<file path="src/rtl/grant_capture_fifo_pkg.sv">
// rtl/grant_capture_fifo_pkg.sv - shared grant decode defaults and helpers for the arbiter datapath
package grant_capture_fifo_pkg;

    localparam int N_REQ_DEF  = 4;
    localparam int DATA_W_DEF = 8;
    localparam int DEPTH_DEF  = 8;

    // True when exactly one bit of the (zero-extended) grant vector is set.
    function automatic logic is_onehot(input logic [31:0] v);
        return (v != 32'd0) && ((v & (v - 32'd1)) == 32'd0);
    endfunction

    // True when two or more grant bits are set.
    function automatic logic is_multihot(input logic [31:0] v);
        return (v != 32'd0) && ((v & (v - 32'd1)) != 32'd0);
    endfunction

    // Index of the lowest set bit, matching the arbiter's fixed priority (bit 0 highest).
    function automatic int onehot_idx(input logic [31:0] v);
        int idx;
        idx = 0;
        for (int i = 31; i >= 0; i--) begin
            if (v[i]) begin
                idx = i;
            end
        end
        return idx;
    endfunction

endpackage

</file>
<file path="src/rtl/grant_capture_fifo_sync_fifo_fwft.sv">
// rtl/grant_capture_fifo_sync_fifo_fwft.sv - synchronous first-word-fall-through FIFO
module sync_fifo_fwft #(
    parameter int WIDTH = 10,
    parameter int DEPTH = 8,
    localparam int PTR_W = (DEPTH > 1) ? $clog2(DEPTH) : 1,
    localparam int CNT_W = $clog2(DEPTH + 1)
) (
    input  logic             clk,
    input  logic             rst_n,
    input  logic             wr_en_i,
    input  logic [WIDTH-1:0] wr_data_i,
    input  logic             rd_en_i,
    output logic [WIDTH-1:0] rd_data_o,
    output logic             full_o,
    output logic             empty_o,
    output logic [CNT_W-1:0] count_o
);

    logic [WIDTH-1:0] mem_q [DEPTH];
    logic [PTR_W-1:0] wr_ptr_q, wr_ptr_d;
    logic [PTR_W-1:0] rd_ptr_q, rd_ptr_d;
    logic [CNT_W-1:0] count_q, count_d;

    // Pointer and occupancy next-state; DEPTH is a power of two so pointers wrap naturally.
    always_comb begin
        wr_ptr_d = wr_ptr_q;
        rd_ptr_d = rd_ptr_q;
        count_d  = count_q;
        if (wr_en_i) begin
            wr_ptr_d = wr_ptr_q + PTR_W'(1);
        end
        if (rd_en_i) begin
            rd_ptr_d = rd_ptr_q + PTR_W'(1);
        end
        case ({wr_en_i, rd_en_i})
            2'b10:   count_d = count_q + CNT_W'(1);
            2'b01:   count_d = count_q - CNT_W'(1);
            default: count_d = count_q;
        endcase
    end

    // Pointer and occupancy registers; reset empties the FIFO.
    always_ff @(posedge clk or negedge rst_n) begin
        if (!rst_n) begin
            wr_ptr_q <= '0;
            rd_ptr_q <= '0;
            count_q  <= '0;
        end else begin
            wr_ptr_q <= wr_ptr_d;
            rd_ptr_q <= rd_ptr_d;
            count_q  <= count_d;
        end
    end

    // Storage is left unreset; a write into the slot being popped while full is safe
    // because the head was already read combinationally this cycle.
    always_ff @(posedge clk) begin
        if (wr_en_i) begin
            mem_q[wr_ptr_q] <= wr_data_i;
        end
    end

    assign rd_data_o = mem_q[rd_ptr_q];
    assign full_o    = (count_q == CNT_W'(DEPTH));
    assign empty_o   = (count_q == '0);
    assign count_o   = count_q;

endmodule

</file>
<file path="src/rtl/grant_capture_fifo.sv">
// rtl/grant_capture_fifo.sv - captures granted requester words into a FIFO with ack and error flag
module grant_capture_fifo
    import grant_capture_fifo_pkg::*;
#(
    parameter int N_REQ  = N_REQ_DEF,
    parameter int DATA_W = DATA_W_DEF,
    parameter int DEPTH  = DEPTH_DEF,
    localparam int SRC_W = (N_REQ > 1) ? $clog2(N_REQ) : 1,
    localparam int CNT_W = $clog2(DEPTH + 1)
) (
    input  logic                    clk,
    input  logic                    reset,
    input  logic [N_REQ-1:0]        gnt,
    input  logic [N_REQ*DATA_W-1:0] req_data,
    output logic [N_REQ-1:0]        ack,
    output logic                    busy,
    output logic                    out_valid,
    input  logic                    out_ready,
    output logic [DATA_W-1:0]       out_data,
    output logic [SRC_W-1:0]        out_src,
    output logic [CNT_W-1:0]        count,
    output logic                    err
);

    logic [N_REQ-1:0]        ack_q, ack_d;
    logic                    err_q, err_d;
    logic                    gnt_onehot;
    logic                    gnt_multi;
    logic [SRC_W-1:0]        gnt_idx;
    logic [DATA_W-1:0]       win_data;
    logic                    push;
    logic                    pop;
    logic                    fifo_full;
    logic                    fifo_empty;
    logic [SRC_W+DATA_W-1:0] head;

    // Grant decode and winner data mux; a full FIFO still accepts when the head leaves this cycle.
    always_comb begin
        gnt_onehot = is_onehot(32'(gnt));
        gnt_multi  = is_multihot(32'(gnt));
        gnt_idx    = SRC_W'(onehot_idx(32'(gnt)));
        win_data   = req_data[gnt_idx*DATA_W +: DATA_W];
        pop        = !fifo_empty && out_ready;
        push       = gnt_onehot && (!fifo_full || pop);
        ack_d      = push ? gnt : '0;
        err_d      = err_q || gnt_multi;
    end

    // Ack pulse to the stored winner one cycle after its grant; sticky error on multi-hot grants.
    always_ff @(posedge clk or negedge reset) begin
        if (!reset) begin
            ack_q <= '0;
            err_q <= 1'b0;
        end else begin
            ack_q <= ack_d;
            err_q <= err_d;
        end
    end

    sync_fifo_fwft #(
        .WIDTH (SRC_W + DATA_W),
        .DEPTH (DEPTH)
    ) u_fifo (
        .clk       (clk),
        .rst_n     (reset),
        .wr_en_i   (push),
        .wr_data_i ({gnt_idx, win_data}),
        .rd_en_i   (pop),
        .rd_data_o (head),
        .full_o    (fifo_full),
        .empty_o   (fifo_empty),
        .count_o   (count)
    );

    assign ack       = ack_q;
    assign err       = err_q;
    assign busy      = fifo_full;
    assign out_valid = !fifo_empty;
    assign out_data  = head[DATA_W-1:0];
    assign out_src   = head[SRC_W+DATA_W-1:DATA_W];

endmodule

</file>
<file path="config.mk">
export PLATFORM = sky130hd
export DESIGN_NAME = grant_capture_fifo
export DESIGN_NICKNAME = d
export VERILOG_FILES = /design/src/rtl/grant_capture_fifo_pkg.sv /design/src/rtl/grant_capture_fifo_sync_fifo_fwft.sv /design/src/rtl/grant_capture_fifo.sv
export SDC_FILE = /design/constraint.sdc
export NUM_CORES = 1
export LEC_CHECK = 0
export ABC_AREA = 1
export BUFFER_PORTS_ARGS = -buffer_cell sky130_fd_sc_hd__buf_2
export CAP_MARGIN = 10
export CORE_ASPECT_RATIO = 0.8
export CORE_MARGIN = 4
export CORE_UTILIZATION = 49
export CTS_CLUSTER_DIAMETER = 40
export DETAILED_ROUTE_END_ITERATION = 6
export PLACE_DENSITY_LB_ADDON = 0.25
export SYNTH_ARGS = -nofsm -noshare
export SYNTH_HDL_FRONTEND = slang
export SYNTH_SLANG_ARGS = --single-unit
export TNS_END_PERCENT = 30
</file>
<file path="constraint.sdc">
create_clock -name clk -period 1.7 [get_ports clk]
set_input_delay 0.17 -clock clk [delete_from_list [all_inputs] [get_ports clk]]
set_output_delay 0.17 -clock clk [all_outputs]
set_load 0.01 [all_outputs]
</file>
==> key figures, run 1 <==
GRT
  – Antenna violations before repair: 0
  – Largest net degree at the start of global routing: 22
  – Global-route wire length before repair: 15900 um
  – Gr ovfl total: 0
  – GRT Overall Usage: 0.202
  – Number of global-route vias before repair: roughly 3200

Power
  – Max IR drop VDD: approximately 0.78 mV
  – P_leak: 0.00226 uW
  – Cell area power density: between 1500 and 2000 nW/um2

Synthesis
  – Post-synthesis sequential area ratio: 0.667
  – Mapped Area: about 4200 um2
  – Cells after synthesis: between 300 and 400
  – YS warnings: 0
  – Yosys top cell by area: edfxtp_1
  – Synth top area cells: edfxtp_1, dfrtp_1, nor2_1, nand2_1, o21ai_0
  – Synth top area share: 0.577
  – Syn avg cell area: 11.1 um2
  – Syn Nets: 419
  – Post-synthesis cell type count: 30
  – Number of synthesized register bits: between 90 and 100

Worst setup path
  – Crit path launch type: register
  – Worst Path Required: 1.53 ns
  – Register-to-Register Path Depth: 14
  – FF-to-FF setup slack: -0.06 ns
  – CP Capture Type: output pin
  – Worst Path Max Fanout: 10
  – Critical Path AT: 1.75 ns
  – Reg-to-reg startpoint: u_fifo.count_o[0]$_DFFE_PN0P_
  – Crit path from: u_fifo.rd_ptr_q[0]$_DFFE_PN0P_
  – R2R Path End: u_fifo.count_o[3]$_DFFE_PN0P_
  – Critical path class: reg -> out

Min path
  – Hold Startpoint: gnt[3]
  – Worst min-delay path class: in -> reg
  – Hold Path End: ack[3]$_DFF_PN0_
  – Worst hold path depth: 3

Status
  – Violated checks: setup timing
  – Status: finished, violations left

STA
  – Fin. max-slew vios: 0
  – Least-Margin Pin Slew: about 0.75 ns
  – Maximum clock frequency: 0.521 GHz
  – RSZ-0062 raised after global routing: yes
  – Clock skew: between 0.009 and 0.01 ns
  – Final setup vio count: 11
  – Slew HR: 0.500
  – Worst setup margin: -0.221 ns
  – Final period utilization: 1.13
  – Crit path time final: 1.92 ns
  – Final hold vios: 0

Die
  – Die Footprint: 10000 um2
  – Row count: 29
  – Initial Util: 0.515
  – Io pins: 60
  – Core ar.: 8090 um2
  – Die height: 90.5 um
  – Die X: 111 um

Route
  – Via count: 3229
  – 1st-iter DRT viols: 297
  – Via/cell ratio: roughly 5.4
  – Drc violations: 0
  – Initial DRT Pass Iterations: 4
  – Wire per inst: 17.6 um
  – Final ANT Viol Nets: 0
  – Routed wire length: roughly 10000 um

Clock network
  – CTS root buf: clkbuf_8
  – Later-pin clock latency in the skew report: 0.36 ns
  – Clk buf depth: 2
  – Clk sinks: 95
  – TritonCTS clock tree: built
  – CTS buffer count: 9
  – Clock transition at path regs: ~0.090 ns
  – Max H-tree Level: 3

Cells and area
  – Fillers: 604
  – Core Util, Final: 0.695
  – Layout cell share with drive strength beyond 1: 0.399
  – Diode count: 0
  – Layout Nets: 525
  – Area Overhead vs Synth: 35.0%

Place
  – Setup slack at placement: -0.0611 ns
  – I/O Buffers: 59
  – Routability cong.: 0.798
  – HPWL after DPL: 6500 um

Run
  – Max cap viols: 0
## final cells by class
class	count	area [um2]	share of cell area
clock inverter	7	120	0.0214
timing repair buffer	111	890	0.158
clock buffer	9	124	0.0220
multi-input combinational	243	1490	0.264
inverter	21	86.3	0.0154
sequential	95	2780	0.495
tap	108	135	0.0240
## flip-flops by register name, summed over array words and instances, names as in the netlist
name and cells:
u_fifo.rd_ptr_q 3, err 1, u_fifo.wr_ptr_q 3, u_fifo.mem_q 80, ack 4, u_fifo.count_o 4
## synth_stat cells
library cell / number
ha_1: 4
nor3_2: 1
o22ai_1: 8
fa_1: 1
o211ai_4: 1
xnor2_1: 1
nand2_1: 61
buf_6: 1
a21oi_1: 2
buf_2: 4
clkbuf_1: 9
nand4_1: 1
o21ai_1: 1
or2_4: 1
buf_1: 1
edfxtp_1: 80
nor2_1: 87
a21o_1: 1
o21ai_0: 37
nand3_1: 3
xor2_1: 3
nor2_2: 7
o32ai_1: 20
a21oi_4: 1
buf_4: 1
nand2_2: 1
nor2_4: 1
inv_1: 20
inv_2: 1
dfrtp_1: 15
## through the flow
| stage | cell area [um2] | hold WS (ns) | total power, uW | TNS (ns) | std cells |
|---|---|---|---|---|---|
| after floorplan | 4200 | -0.126 | 4850 | -6.89 | 375 |
| after global placement | 4950 | 0.0947 | 5980 | -0.197 | 567 |
| after detailed placement | 4950 | 0.100 | 6080 | -0.494 | 567 |
| after CTS | 5340 | 0.0362 | 8290 | -1.38 | 588 |
| after global routing | 5620 | 0.0550 | 9420 | -2.47 | 594 |
| final | 5620 | 0.0467 | 8920 | -1.59 | 594 |
## worst max-delay path: stages (launching register included)
cell	delay, ns
dfrtp_2	0.47
buf_6	0.15
buf_16	0.14
o21ai_1	0.21
o32ai_2	0.11
nand2_1	0.10
nand2_2	0.08
buf_6	0.13
## layer usage
layer,GRT usage,part of all wire
met1,0.274,0.42
met2,0.332,0.48
met3,0.0402,0.088
met4,0.0567,0.0095
met5,0,0
## cell families (layout without fill, tap and decap cells)
kind of cell             Yosys count  after routing  share of synthesized area
XOR/XNOR                           4              4                    0.00841
AND/OR/NAND/NOR                  163            163                      0.158
flip-flops                        95             95                      0.667
adder cells (fa/ha/maj)            5              5                     0.0168
buffers and inverters             37            148                     0.0372
AO/OA/AOI/OAI                     71             71                      0.113
## how the worst max path moves through the flow
stage                                    endpoint  slack (ns)  depth (start not counted)
detailed placement  u_fifo.count_o[3]$_DFFE_PN0P_       -0.06                         14
global route                           out_src[0]       -0.27                          7
CTS                                    out_src[0]       -0.16                          8
finish                                 out_src[0]       -0.22                          7
floorplan            u_fifo.mem_q[7][0]$_DFFE_PP_       -0.15                          6
global placement     u_fifo.mem_q[1][0]$_DFFE_PP_       -0.02                          7
## layout by cell type (no fill, tap or decap), drive strengths merged
cell         netlist  final
xnor2              1      1
o22ai              8      8
clkbuf             9     12
ha                 4      4
or2                1      1
xor2               3      3
nand3              3      3
clkinv             0      4
dfrtp             15     15
o211ai             1      1
o32ai             20     20
inv               21     21
a21oi              3      3
nand4              1      1
o21ai             38     38
nand2             62     62
a21o               1      1
edfxtp            80     80
buf                7    107
dlygate4sd3        0      1
bufinv             0      3
fa                 1      1
nor2              95     95
nor3               1      1
## power by group
group / total [uW] / switching (uW) / leakage [uW] / internal, uW
Clock: 1770 / 788 / 0.000121 / 982
Combinational: 4150 / 2310 / 0.00123 / 1840
Sequential: 3000 / 173 / 0.000902 / 2830
## timing repair
action                                 CTS  global route
pin swaps                                4            24
gates resized for setup                 26            54
endpoints found under the hold margin   15             0
setup endpoints to repair               11            40
gates cloned                             2             3
setup buffers                            2             4
hold buffers                             1             0
No activity file was read; power rests on OpenSTA's default activity.
==> inputs of run 2 (changes only) <==
- SKIP_LAST_GASP: not set -> 1
==> run 2 against run 1 <==
The flow still finishes with violations (setup timing). Clock skew down 0.0025 ns. Clock-buffer cell count is the same. Register-to-register slack gained 0.03 ns. Worst hold slack improved by 0.0023 ns. Sequential power about the same. Global-route usage fell by 0.19 points. Critical path depth unchanged. Core utilization fell by 0.11 points. Via count fell by 0.90%. Design area shrank 0.16%.
==> key figures, run 2 (synthesized netlist as in run 1, its figures left out) <==
GRT
  – Antenna violations before repair: 0 (unchanged)
  – Number of global-route vias before repair: 3121 (was 3154)
  – Gr ovfl total: 0 (unchanged)
  – GRT Overall Usage: 0.200 (was 0.202)
  – Largest net degree at the start of global routing: 22 (unchanged)
  – Global-route wire length before repair: 15800 um (was 15900 um)

Clock network
  – Clk sinks: 95 (unchanged)
  – CTS root buf: clkbuf_8 (unchanged)
  – Later-pin clock latency in the skew report: 0.36 ns (about the same)
  – Clock transition at path regs: 0.09 ns (about the same)
  – Clk buf depth: 2 (unchanged)
  – CTS buffer count: 9 (unchanged)
  – TritonCTS clock tree: built (unchanged)
  – Max H-tree Level: 3 (unchanged)

Cells and area
  – Area Overhead vs Synth: 34.8% (was 35.0%)
  – Diode count: 0 (unchanged)
  – Largest Register: u_fifo.mem_q (unchanged)
  – Max reg flops: 80 (unchanged)
  – Layout cell share with drive strength beyond 1: 0.395 (was 0.399)
  – Commonest non-fill, non-tap cell in the layout: edfxtp_1 (unchanged)
  – Core Util, Final: 0.694 (was 0.695)
  – Most frequent cells in the layout: edfxtp_1, nor2_1, buf_2 (unchanged)
  – Layout Nets: 523 (was 525)

STA
  – Worst setup margin: -0.212 ns (was -0.221 ns)
  – Fin. max-slew vios: 0 (unchanged)
  – Final setup vio count: 11 (unchanged)
  – Final hold vios: 0 (unchanged)
  – Hold Slack: 0.0489 ns (was 0.0467 ns)
  – Clock skew: 0.00700 ns (was 0.00947 ns)
  – Setup TNS: -1.55 ns (was -1.59 ns)
  – Crit path time final: 1.91 ns (was 1.92 ns)
  – RSZ-0062 raised after global routing: yes (unchanged)
  – Least-Margin Pin Slew: 0.784 ns (was 0.750 ns)
  – Final period utilization: 1.12 (was 1.13)
  – Slew HR: 0.477 (was 0.500)
  – Maximum clock frequency: 0.523 GHz (was 0.521 GHz)

Route
  – Drc violations: 0 (unchanged)
  – Final ANT Viol Nets: 0 (unchanged)
  – 1st-iter DRT viols: 278 (was 297)
  – Via count: 3200 (was 3229)
  – Initial DRT Pass Iterations: 5 (was 4)
  – Wire per inst: 17.9 um (was 17.6 um)
  – Via/cell ratio: 5.41 (was 5.44)
  – Routed wire length: 10600 um (was 10500 um)

Die
  – Core ar.: 8090 um2 (unchanged)
  – Row count: 29 (unchanged)
  – Die height: 90.5 um (unchanged)
  – Io pins: 60 (unchanged)
  – Die Footprint: 10000 um2 (unchanged)
  – Initial Util: 0.515 (unchanged)
  – Die X: 111 um (unchanged)

Status
  – Status: finished, violations left (unchanged)
  – Violated checks: setup timing (unchanged)

Worst setup path
  – Crit path from: u_fifo.rd_ptr_q[0]$_DFFE_PN0P_ (unchanged)
  – Critical Path AT: 1.74 ns (was 1.75 ns)
  – CP Capture Type: output pin (unchanged)
  – Worst Path Required: 1.53 ns (about the same)
  – Worst Path Max Fanout: 7 (was 10)
  – Crit path launch type: register (unchanged)
  – Critical path class: reg -> out (unchanged)
  – Reg-to-reg startpoint: u_fifo.count_o[1]$_DFFE_PN0P_ (was u_fifo.count_o[0]$_DFFE_PN0P_)

Power
  – Max IR drop VDD: 0.955 mV (was 0.777 mV)
  – P_leak: 0.00225 uW (was 0.00226 uW)
  – Cell area power density: 1590 nW/um2 (about the same)

Min path
  – Worst min-delay path class: in -> reg (unchanged)
  – Hold Startpoint: gnt[3] (unchanged)

Run
  – Max cap viols: 0 (unchanged)

Place
  – Setup slack at placement: -0.0611 ns (unchanged)
  – Routability cong.: 0.798 (unchanged)
  – I/O Buffers: 59 (unchanged)
  – HPWL after DPL: 6500 um (unchanged)
==> run 2: changes by cell type in the layout (fill, tap and decap cells not counted) <==
cell,change
nor2_1,+4
nor2_2,-4
buf_4,-2
o32ai_1,-2
o32ai_2,+2
inv_2,+1
inv_4,-1
o21ai_1,-1
o21ai_2,+1
==> run 2: per-stage QoR <==
stage	cells	power, uW	instance area (um2)
6_report	592	8920	5610
5_1_grt	592	9420	5610
4_1_cts	588	8160	5300
3_5_place_dp	567	6080	4950
3_3_place_gp	567	5980	4950
2_1_floorplan	375	4850	4200
==> run 2: repair_timing <==
action,4_1_cts,5_1_grt
buffers inserted,2,2
pin swaps,0,23
endpoints found under the setup margin,11,52
endpoints found under the hold margin,15,0
gates resized for setup,11,67
cloned,2,3
hold buffers,1,0
==> run 2: metal layers <==
metal	GRT usage	part of all wire	vias to the layer above
li1	-	-	1521
met1	0.275	0.43	1533
met2	0.324	0.49	136
met3	0.0402	0.071	10
met4	0.0567	0.0080	0
met5	0	0	-
==> run 2: critical path: stages, from the launching register on <==
cell and delay, ns:
dfrtp_2 0.47, clkinv_4 0.13, buf_12 0.14, nor2_1 0.06
o32ai_2 0.24, nand2_1 0.11, nand2_2 0.11, buf_6 0.11
==> run 2: final timing paths <==
path                                             endpoint  slack (ns)  cells past startpoint
min reg2reg                                 err$_DFF_PN0_        0.48                      2
max                                            out_src[0]       -0.21                      7
max reg2reg                 u_fifo.count_o[3]$_DFFE_PN0P_       -0.03                     14
max in group asynchronous  u_fifo.rd_ptr_q[0]$_DFFE_PN0P_        1.16                      2
min in group asynchronous   u_fifo.count_o[2]$_DFFE_PN0P_        0.25                      2
min                                      ack[3]$_DFF_PN0_        0.05                      3
==> run 2: report_power, final <==
group / internal, uW / switching (uW) / total [uW]
registers: 2830 / 175 / 3000
logic: 1820 / 2330 / 4160
clock network: 982 / 783 / 1770
total: 5630 / 3290 / 8920
==> run 2: area by class of cell <==
cell class                 instances  area [um2]
sequential                        95        2780
fill                             605        2480
multi-input combinational        243        1490
timing repair buffer             109         875
tap                              108         135
clock buffer                       9         124
clock inverter                     7         120
inverter                          21        83.8
